$ cat config.mk
export PLATFORM = sky130hd
export DESIGN_NAME = pattern_detect_scheduler
export DESIGN_NICKNAME = d
export VERILOG_FILES = /design/src/rtl/pattern_detect_scheduler_pkg.sv /design/src/rtl/pattern_detect_scheduler_mult_pipe.sv /design/src/rtl/pattern_detect_scheduler.sv
export SDC_FILE = /design/constraint.sdc
export NUM_CORES = 1
export LEC_CHECK = 0
export ABC_AREA = 1
export CAP_MARGIN = 30
export CORE_MARGIN = 2
export CORE_UTILIZATION = 58
export CTS_BUF_LIST = sky130_fd_sc_hd__clkbuf_4
export CTS_CLUSTER_DIAMETER = 200
export DETAILED_ROUTE_END_ITERATION = 10
export PLACE_DENSITY = 0.84
export SETUP_SLACK_MARGIN = 0.3
export SYNTH_ARGS = -nofsm -noshare
export SYNTH_HDL_FRONTEND = slang
export SYNTH_SLANG_ARGS = --single-unit
$ cat constraint.sdc
create_clock -name clk -period 8 [get_ports clk]
set_input_delay 0.8 -clock clk [delete_from_list [all_inputs] [get_ports clk]]
set_output_delay 0.8 -clock clk [all_outputs]
set_load 0.005 [all_outputs]
$ cat src/rtl/pattern_detect_scheduler_pkg.sv
// Shared defaults for the pattern-detect scheduler and its multiply pipe.
// Holds operand/result widths, pipe latency, match pattern and id-width helper.
// No logic; imported by every file of the block.
package pattern_detect_scheduler_pkg;

  localparam int PD_N_REQ    = 4;
  localparam int PD_A_W      = 11;
  localparam int PD_B_W      = 11;
  localparam int PD_C_W      = 21;
  localparam int PD_PIPE_LAT = 2;

  localparam logic [PD_C_W-1:0] PD_PATTERN = 21'd36;

  // Width of an index over n items; never narrower than one bit.
  function automatic int id_width(input int n);
    return (n > 1) ? $clog2(n) : 1;
  endfunction

  localparam int PD_ID_W = id_width(PD_N_REQ);

endpackage

$ cat src/rtl/pattern_detect_scheduler_mult_pipe.sv
// pd_mult_pipe: registered unsigned multiply, truncation and pattern compare.
// Latency: result and tag appear on res_* exactly PIPE_LAT cycles after issue.
// Backpressure: none; the caller must only issue when downstream space is reserved.
// Ports: clk, rst_n; issue/a/b/id in; res_valid/res_id/res_c/res_match out.
module pd_mult_pipe
  import pattern_detect_scheduler_pkg::*;
#(
  parameter int              A_W      = PD_A_W,
  parameter int              B_W      = PD_B_W,
  parameter int              C_W      = PD_C_W,
  parameter int              ID_W     = PD_ID_W,
  parameter int              PIPE_LAT = PD_PIPE_LAT,
  parameter logic [C_W-1:0]  PATTERN  = C_W'(PD_PATTERN)
) (
  input  logic            clk,
  input  logic            rst_n,
  input  logic            issue,
  input  logic [A_W-1:0]  a,
  input  logic [B_W-1:0]  b,
  input  logic [ID_W-1:0] id,
  output logic            res_valid,
  output logic [ID_W-1:0] res_id,
  output logic [C_W-1:0]  res_c,
  output logic            res_match
);

  // Full product is computed wide enough for either the operands or the result,
  // then truncated; the match is taken on the truncated value.
  localparam int P_W = (A_W + B_W > C_W) ? (A_W + B_W) : C_W;

  logic [P_W-1:0] prod;
  logic [C_W-1:0] prod_c;

  assign prod   = P_W'(a) * P_W'(b);
  assign prod_c = prod[C_W-1:0];

  logic            vld_q   [PIPE_LAT];
  logic [ID_W-1:0] id_q    [PIPE_LAT];
  logic [C_W-1:0]  c_q     [PIPE_LAT];
  logic            match_q [PIPE_LAT];

  // Only the valid chain needs reset; payload follows it blindly.
  always_ff @(posedge clk) begin
    if (!rst_n) begin
      for (int i = 0; i < PIPE_LAT; i++) vld_q[i] <= 1'b0;
    end else begin
      vld_q[0] <= issue;
      for (int i = 1; i < PIPE_LAT; i++) vld_q[i] <= vld_q[i-1];
    end
  end

  always_ff @(posedge clk) begin
    id_q[0]    <= id;
    c_q[0]     <= prod_c;
    match_q[0] <= (prod_c == PATTERN);
    for (int i = 1; i < PIPE_LAT; i++) begin
      id_q[i]    <= id_q[i-1];
      c_q[i]     <= c_q[i-1];
      match_q[i] <= match_q[i-1];
    end
  end

  assign res_valid = vld_q[PIPE_LAT-1];
  assign res_id    = id_q[PIPE_LAT-1];
  assign res_c     = c_q[PIPE_LAT-1];
  assign res_match = match_q[PIPE_LAT-1];

endmodule

$ cat src/rtl/pattern_detect_scheduler.sv
// Round-robin scheduler sharing one multiply/pattern-detect pipe among N_REQ requesters.
// Latency: a result is visible on rsp_* PIPE_LAT+1 cycles after its request cycle.
// Backpressure: credit-based; req_ready drops when in-flight+queued fills RSP_DEPTH.
// Ports: clk, rst_n; req_valid/req_ready/req_a/req_b per requester;
//        rsp_valid/rsp_ready/rsp_id/rsp_c/rsp_match response; busy status.
module pattern_detect_scheduler
  import pattern_detect_scheduler_pkg::*;
#(
  parameter int              N_REQ    = PD_N_REQ,
  parameter int              A_W      = PD_A_W,
  parameter int              B_W      = PD_B_W,
  parameter int              C_W      = PD_C_W,
  parameter int              PIPE_LAT = PD_PIPE_LAT,
  parameter logic [C_W-1:0]  PATTERN  = C_W'(PD_PATTERN),
  localparam int             ID_W     = id_width(N_REQ)
) (
  input  logic                  clk,
  input  logic                  rst_n,
  input  logic [N_REQ-1:0]      req_valid,
  output logic [N_REQ-1:0]      req_ready,
  input  logic [N_REQ*A_W-1:0]  req_a,
  input  logic [N_REQ*B_W-1:0]  req_b,
  output logic                  rsp_valid,
  input  logic                  rsp_ready,
  output logic [ID_W-1:0]       rsp_id,
  output logic [C_W-1:0]        rsp_c,
  output logic                  rsp_match,
  output logic                  busy
);

  localparam int RSP_DEPTH = PIPE_LAT + 1;
  localparam int PTR_W     = id_width(RSP_DEPTH);
  localparam int CNT_W     = $clog2(RSP_DEPTH + 1);

  // ---------------- arbiter ----------------
  logic [ID_W-1:0] last_grant;
  logic            sel_found;
  logic [ID_W-1:0] sel_idx;

  // Index 'off' positions after the last grant, wrapped without a divider.
  function automatic logic [ID_W-1:0] rr_idx(input logic [ID_W-1:0] base, input int off);
    int s;
    s = int'(base) + 1 + off;
    if (s >= N_REQ) s = s - N_REQ;
    return ID_W'(s);
  endfunction

  always_comb begin
    sel_found = 1'b0;
    sel_idx   = '0;
    for (int i = 0; i < N_REQ; i++) begin
      if (!sel_found && req_valid[rr_idx(last_grant, i)]) begin
        sel_found = 1'b1;
        sel_idx   = rr_idx(last_grant, i);
      end
    end
  end

  // ---------------- credit ----------------
  logic [CNT_W-1:0] credit_cnt;
  logic [CNT_W-1:0] fifo_cnt;
  logic             pop;
  logic             credit_ok;
  logic             issue;

  // Outputs are forced quiet while rst_n is low, even on the first reset
  // cycle before the registers have cleared.
  assign rsp_valid = rst_n & (fifo_cnt != '0);
  assign pop       = rsp_valid & rsp_ready;
  // A pop in the same cycle frees a slot, so a full credit count may still issue.
  assign credit_ok = (credit_cnt < CNT_W'(RSP_DEPTH)) | pop;
  assign issue     = rst_n & sel_found & credit_ok;
  assign busy      = rst_n & (credit_cnt != '0);

  always_comb begin
    req_ready = '0;
    if (issue) req_ready[sel_idx] = 1'b1;
  end

  always_ff @(posedge clk) begin
    if (!rst_n) begin
      credit_cnt <= '0;
      last_grant <= ID_W'(N_REQ - 1);  // index 0 searched first
    end else begin
      if (issue && !pop)      credit_cnt <= credit_cnt + CNT_W'(1);
      else if (pop && !issue) credit_cnt <= credit_cnt - CNT_W'(1);
      if (issue) last_grant <= sel_idx;
    end
  end

  // ---------------- datapath ----------------
  logic [A_W-1:0]  sel_a;
  logic [B_W-1:0]  sel_b;
  logic            pipe_vld;
  logic [ID_W-1:0] pipe_id;
  logic [C_W-1:0]  pipe_c;
  logic            pipe_match;

  assign sel_a = req_a[int'(sel_idx)*A_W +: A_W];
  assign sel_b = req_b[int'(sel_idx)*B_W +: B_W];

  pd_mult_pipe #(
    .A_W      (A_W),
    .B_W      (B_W),
    .C_W      (C_W),
    .ID_W     (ID_W),
    .PIPE_LAT (PIPE_LAT),
    .PATTERN  (PATTERN)
  ) u_pipe (
    .clk       (clk),
    .rst_n     (rst_n),
    .issue     (issue),
    .a         (sel_a),
    .b         (sel_b),
    .id        (sel_idx),
    .res_valid (pipe_vld),
    .res_id    (pipe_id),
    .res_c     (pipe_c),
    .res_match (pipe_match)
  );

  // ---------------- response FIFO ----------------
  logic [C_W-1:0]  fifo_c     [RSP_DEPTH];
  logic [ID_W-1:0] fifo_id    [RSP_DEPTH];
  logic            fifo_match [RSP_DEPTH];
  logic [PTR_W-1:0] wr_ptr;
  logic [PTR_W-1:0] rd_ptr;

  function automatic logic [PTR_W-1:0] ptr_inc(input logic [PTR_W-1:0] p);
    return (p == PTR_W'(RSP_DEPTH - 1)) ? '0 : p + PTR_W'(1);
  endfunction

  // Credit guarantees a free slot for every result leaving the pipe.
  always_ff @(posedge clk) begin
    if (!rst_n) begin
      wr_ptr   <= '0;
      rd_ptr   <= '0;
      fifo_cnt <= '0;
    end else begin
      if (pipe_vld) wr_ptr <= ptr_inc(wr_ptr);
      if (pop)      rd_ptr <= ptr_inc(rd_ptr);
      if (pipe_vld && !pop)      fifo_cnt <= fifo_cnt + CNT_W'(1);
      else if (pop && !pipe_vld) fifo_cnt <= fifo_cnt - CNT_W'(1);
    end
  end

  always_ff @(posedge clk) begin
    if (pipe_vld) begin
      fifo_c[wr_ptr]     <= pipe_c;
      fifo_id[wr_ptr]    <= pipe_id;
      fifo_match[wr_ptr] <= pipe_match;
    end
  end

  // Payload is zeroed when empty so stale storage never shows on the outputs.
  assign rsp_c     = rsp_valid ? fifo_c[rd_ptr]     : '0;
  assign rsp_id    = rsp_valid ? fifo_id[rd_ptr]    : '0;
  assign rsp_match = rsp_valid ? fifo_match[rd_ptr] : 1'b0;

endmodule

==> run metrics <==
status=finished clean; final clock skew=approximately 21 ps; CTS root buffer=clkbuf_4; FP Rows=45; Largest stage delay, worst path=approximately 580 ps; Total Wirelength=approximately 20000 um; # H-tree levels=4; R2R Path End=u_pipe.match_q[0][0]$_DFF_P_; DR iter-0 viols=approximately 360; f_max=approximately 140 MHz; fill count=around 1200; Synth Register Bits=approximately 130; worst setup margin=732 ps; Clock Sinks=around 130; RSZ-0062 raised after global routing=false; Primary FF master, synth=edfxtp_1; Synth Instances=slightly below 1000; I/O pin count=125; Post-synth ARST share=0%; CORE AREA=between 15000 and 20000 um^2; Synth warnings=0; # DRC=0; Area Growth Syn to Fin=20.8%; vias in the first global route=between 7000 and 8000; worst reg-to-reg setup slack=810 ps; initial antenna violation count=1; syn_nets=about 1200; Vias=about 7000; worst slack, placed=roughly 63 ps; Max transition margin=approximately a third; Setup Viol. Count Final=0; grt ovf=0; Initial Utilization=59.9%; CTS Buffer Depth=2; Crit-path slowest cell=fa_1; Tmin final=roughly 7300 ps; gr usage total=between 20 and 30%; clock-pin slew on the worst setup and hold paths=between 100 and 150 ps; Hold Slack=roughly 330 ps; max-slew violations=0; Die Area=16800 um^2; Mean Syn Cell Area=9.40 um^2; Register Area=3400 um^2; critical path endpoint category=flop; # port buffers=approximately 120; # nets final=~1300; TritonRoute pass-1 iters=5; Hold-fix buffers, CTS=0; Clk Latency, worst-skew pair=approximately 500 ps; most used cell, CP=nand2_1; Chip Height=around 130 um; crit path from=req_valid[3]; Crit path arrival time=7690 ps; CP Data Required Time=around 8400 ps; layout cells sized above 1=9.33%; gpl congestion=0.989; critical path class=in -> reg; synth unique cells=43; Num CTS Buffers=17; max-cap violation count=0; Worst Setup Start Kind=input pin; number of synthesized flops with an enable pin=72; vias per inst=around 5.3; HPWL after DPL=about 16000 um; FF-to-FF path depth=37; Hold Crit Depth=0; Crit Path Max Fanout=20; post-route setup TNS=0 ps; CTS tree=yes; register area share after synthesis=around 37%; Critical R2R Launch=last_grant[0]$_SDFFE_PN1P_; Hold Crit Class=reg -> reg; Die W=approximately 130 um; multi-input combinational cell area=5000 um^2; first-pass GRT wire length=roughly 33000 um; mapped cell area=approximately 9200 um^2; final period utilization=90.9%; Critical Path Sink=u_pipe.match_q[0][0]$_DFF_P_; DR WL/cell=14.9 um; antenna viol nets, final=0; slew of the pin with the lowest slew margin=slightly below 1000 ps; pin count of the biggest net entering global routing=49; final hold violation count=0
==> sequential cells by signal, summed over array words and instances, names as in the netlist, named ones only <==
| signal | cells |
|---|---|
| last_grant | 2 |
| u_pipe.vld_q | 2 |
| fifo_match | 3 |
| fifo_id | 6 |
| u_pipe.c_q | 42 |
| credit_cnt | 2 |
| rd_ptr | 2 |
| u_pipe.match_q | 2 |
| fifo_cnt | 2 |
| wr_ptr | 2 |
| u_pipe.id_q | 4 |
| fifo_c | 63 |
==> metrics by stage <==
step / cell area (um^2) / std cells / utilization [%]
2_1_floorplan: 9170 / 976 / -
3_3_place_gp: 10700 / 1302 / 69.6
3_5_place_dp: 10700 / 1302 / 69.6
4_1_cts: 11000 / 1334 / 71.6
5_1_grt: 11100 / 1337 / 72.4
6_report: 11100 / 1337 / 72.4
==> cells in the mapped netlist, drive strengths merged (19+ instances only) <==
| master | n | share of area [%] |
|---|---|---|
| dfxtp | 62 | 14 |
| o21ai | 40 | 2.3 |
| a21oi | 25 | 1.4 |
| inv | 191 | 7.9 |
| o22a | 19 | 1.8 |
| fa | 79 | 17 |
| edfxtp | 72 | 24 |
| ha | 59 | 8.0 |
| nor2 | 88 | 3.9 |
| nand3 | 25 | 1.8 |
| nand2 | 212 | 9.0 |
| a31oi | 25 | 1.7 |
==> critical path, delay by kind of cell <==
kind	cells	cell delay (ps)
adder cells (fa/ha/maj)	6	3030
AO/OA/AOI/OAI	3	590
buffers and inverters	7	970
AND/OR/NAND/NOR	21	2310
==> cell usage in the layout, fill, tap and decap left out, types with 3 or more instances in the layout <==
cell / Yosys / routed
a21oi_1: 25 / 25
a31oi_1: 25 / 25
buf_4: 3 / 15
bufinv_16: 0 / 4
clkbuf_4: 0 / 17
clkdlybuf4s50_1: 0 / 124
dfxtp_1: 62 / 62
edfxtp_1: 72 / 72
fa_1: 79 / 79
ha_1: 59 / 59
inv_1: 180 / 179
inv_2: 9 / 9
inv_4: 2 / 5
inv_6: 0 / 8
nand2_1: 201 / 201
nand2_2: 11 / 9
nand3_1: 21 / 21
nand3_4: 3 / 3
nand4_1: 3 / 3
nor2_1: 82 / 82
nor2_2: 4 / 4
nor3_1: 5 / 3
o21ai_0: 39 / 38
o221ai_2: 8 / 7
o221ai_4: 4 / 7
o22a_1: 19 / 19
or2_2: 4 / 4
xnor2_1: 5 / 5
xor2_1: 13 / 13
==> final cells by class <==
class / count / area share (%)
timing repair buffer: 139 / 12.2
tap: 211 / 2.38
multi-input combinational: 629 / 45.1
inverter: 191 / 6.77
clock inverter: 15 / 1.67
clock buffer: 17 / 1.15
sequential: 134 / 30.7
antenna: 1 / 0.0226
==> per-layer routing <==
metal	routed length (um)	share of wire, %	global-route usage (%)
met5	0	0	0
met4	590	3.0	10.9
met3	1130	5.7	3.61
met2	10100	50	46.0
met1	8180	41	30.3
==> logic make-up after synthesis <==
group / Yosys count / synth area share (%)
and+or+nand+nor: 339 / 15.6
buffers and inverters: 213 / 9.32
adders and majority gates: 138 / 25.3
DFF: 134 / 37.1
AOI/OAI and AO/OA: 133 / 10.7
xor gates and xnor gates: 19 / 1.98
==> repair_timing <==
action	in CTS	in global routing
buffers inserted	0	2
endpoints found under the setup margin	0	2
gates resized for setup	0	18
==> worst min-delay path by stage <==
| stage | to | slack (ps) | start |
|---|---|---|---|
| after floorplan | u_pipe.c_q[0][21]$_DFF_P_ | 310 | u_pipe.c_q[0][0]$_DFF_P_ |
| after global placement | u_pipe.c_q[0][31]$_DFF_P_ | 310 | u_pipe.c_q[0][10]$_DFF_P_ |
| after detailed placement | u_pipe.c_q[0][21]$_DFF_P_ | 310 | u_pipe.c_q[0][0]$_DFF_P_ |
| after CTS | u_pipe.c_q[0][21]$_DFF_P_ | 340 | u_pipe.c_q[0][0]$_DFF_P_ |
| after global routing | u_pipe.c_q[0][38]$_DFF_P_ | 340 | u_pipe.c_q[0][17]$_DFF_P_ |
| final | u_pipe.c_q[0][38]$_DFF_P_ | 330 | u_pipe.c_q[0][17]$_DFF_P_ |
Power is not shown: default switching activity piles up to over one toggle a cycle in this logic, so the estimate is an artifact.
==> RTL edit, RTL diff (same settings) <==
The package constant `PD_A_W` goes from 11 to 15.
--- a/src/rtl/pattern_detect_scheduler_pkg.sv
+++ b/src/rtl/pattern_detect_scheduler_pkg.sv
@@ -4,7 +4,7 @@
 package pattern_detect_scheduler_pkg;
 
   localparam int PD_N_REQ    = 4;
-  localparam int PD_A_W      = 11;
+  localparam int PD_A_W      = 15;
   localparam int PD_B_W      = 11;
   localparam int PD_C_W      = 21;
   localparam int PD_PIPE_LAT = 2;
Interface: changed (resized req_a); port bits go from 125 to 141. The function was not compared with the original's and may differ.
==> RTL edit against the unedited design <==
  * Setup slack got worse by 0.11 ns
  * Die area is 11% higher
  * Synthesized cell count rose by 20%
  * Critical path depth up 2
  * Sequential cell count did not move
  * Global-route usage up 2.7 points
  * Area after synthesis grew 12%
  * Wire length rose by 26%
  * First-iteration DRC count up 35%
  * Cell area up 13%
  * Maximum frequency fell by 1.5%
Power is not shown: default switching activity piles up to over one toggle a cycle in this logic, so the estimate is an artifact.
==> RTL edit: results (changes against the unedited design) <==
Hold path
  – Hold worst-path end: u_pipe.c_q[0][24]$_DFF_P_ (was u_pipe.c_q[0][38]$_DFF_P_)
  – Worst Min Path Start: u_pipe.c_q[0][3]$_DFF_P_ (was u_pipe.c_q[0][17]$_DFF_P_)

Routing
  – 1st-iter DRT viols: 490 (was 362)
  – WL met1: 9830 um (was 8180 um)
  – Met3 WL: 1550 um (was 1130 um)
  – Via count: 8441 (was 7024)
  – Routed len/inst: 15.9 um (was 14.9 um)
  – Met2 wire length: 12800 um (was 10100 um)
  – Vias/cell: 5.34 (was 5.25)

Synthesis
  – Post-Synth XOR/XNOR Area: 1.54% (was 1.98%)
  – Main area contributors after synthesis: edfxtp_1 (21%), fa_1 (21%), dfxtp_1 (12%) (was edfxtp_1 (24%), fa_1 (17%), dfxtp_1 (14%))
  – Post-Syn Nets: 1438 (was 1209)
  – Compound-Gate Fraction of Synth Area: 8.70% (was 10.7%)
  – Register area share after synthesis: 33.3% (was 37.1%)
  – Most frequent cells after synthesis: nand2_1 (274), inv_1 (239), fa_1 (108), nor2_1 (94), edfxtp_1 (72) (was nand2_1 (201), inv_1 (180), nor2_1 (82), fa_1 (79), edfxtp_1 (72))
  – Yosys cell types: 41 (was 43)
  – Syn_area_per_cell: 8.72 sq um (was 9.40 sq um)

Global routing
  – Met1 Usage GRT: 33.4% (was 30.3%)
  – Vias in the first global route: 8542 (was 7407)
  – First-pass GRT wire length: 40500 um (was 33400 um)
  – Met2 Track Usage GR: 49.0% (was 46.0%)
  – GRT Resource Usage Total: 28.1% (was 25.4%)

Cells and area
  – Buffers, non-clock: 179 (was 139)
  – Fin nets: 1606 (was 1345)
  – Inverter count: 261 (was 191)
  – Fraction of area in clock buffers and inverters: 2.73% (was 2.82%)
  – # fillers: 1235 (was 1181)
  – Design Area, Final: 12600 sq um (was 11100 sq um)
  – Multi-input combinational area share: 46.3% (was 45.1%)
  – Share of cells above drive strength 1: 10.8% (was 9.33%)
  – Fraction of area in non-clock buffers: 13.7% (was 12.2%)
  – Multi-input comb cells: 749 (was 629)

Place
  – GP Congestion: 0.970 (was 0.989)
  – Port Buffers: 140 (was 124)
  – Pre-CTS setup slack: -0.0768 ns (was 0.0628 ns)
  – DP HPWL: 19500 um (was 16000 um)
  – Placed cells: 1531 (was 1302)
  – Placed Area: 11900 sq um (was 10700 sq um)

Clocking
  – Clock Pin Slew Worst Setup and Hold Paths: 0.11 ns (was 0.13 ns)

Setup path
  – Worst EP arrival: 7.78 ns (was 7.69 ns)
  – Cell family with the largest share of critical-path delay: adder cells (unchanged)
  – Worst reg-to-reg path cell count: 39 (was 37)
  – CP max FO: 13 (was 20)
  – R2R Setup Slk: 0.74 ns (was 0.81 ns)

Die
  – Die Area: 18700 sq um (was 16800 sq um)

STA
  – Actual slew at the worst max-slew pin: 0.782 ns (was 0.971 ns)
  – Clock skew: 0.0232 ns (was 0.0211 ns)
  – Final worst hold slack: 0.330 ns (about the same)

Status
  – Status: finished, final reports clean (unchanged)
RTL edit: logic make-up after synthesis:
logic type | after synthesis
and+or+nand+nor | 445
buffers and inverters | 291
adders and majority gates | 153
DFF | 134
AOI/OAI and AO/OA | 133
xor gates and xnor gates | 18
RTL edit: worst max-delay path by stage:
stage,depth (start not counted),slack [ns],endpoint
CTS,37,0.42,u_pipe.match_q[0][0]$_DFF_P_
finish,39,0.62,u_pipe.match_q[0][0]$_DFF_P_
global placement,37,0.05,u_pipe.match_q[0][0]$_DFF_P_
detailed placement,37,-0.08,u_pipe.match_q[0][0]$_DFF_P_
floorplan,38,1.01,u_pipe.match_q[0][0]$_DFF_P_
global route,42,0.24,u_pipe.match_q[0][0]$_DFF_P_
RTL edit: repair_timing:
action,in CTS,in global routing
endpoints found under the setup margin,0,3
hold buffers,0,0
setup buffers,0,15
gates resized for setup,0,31
hold endpoints to repair,0,0
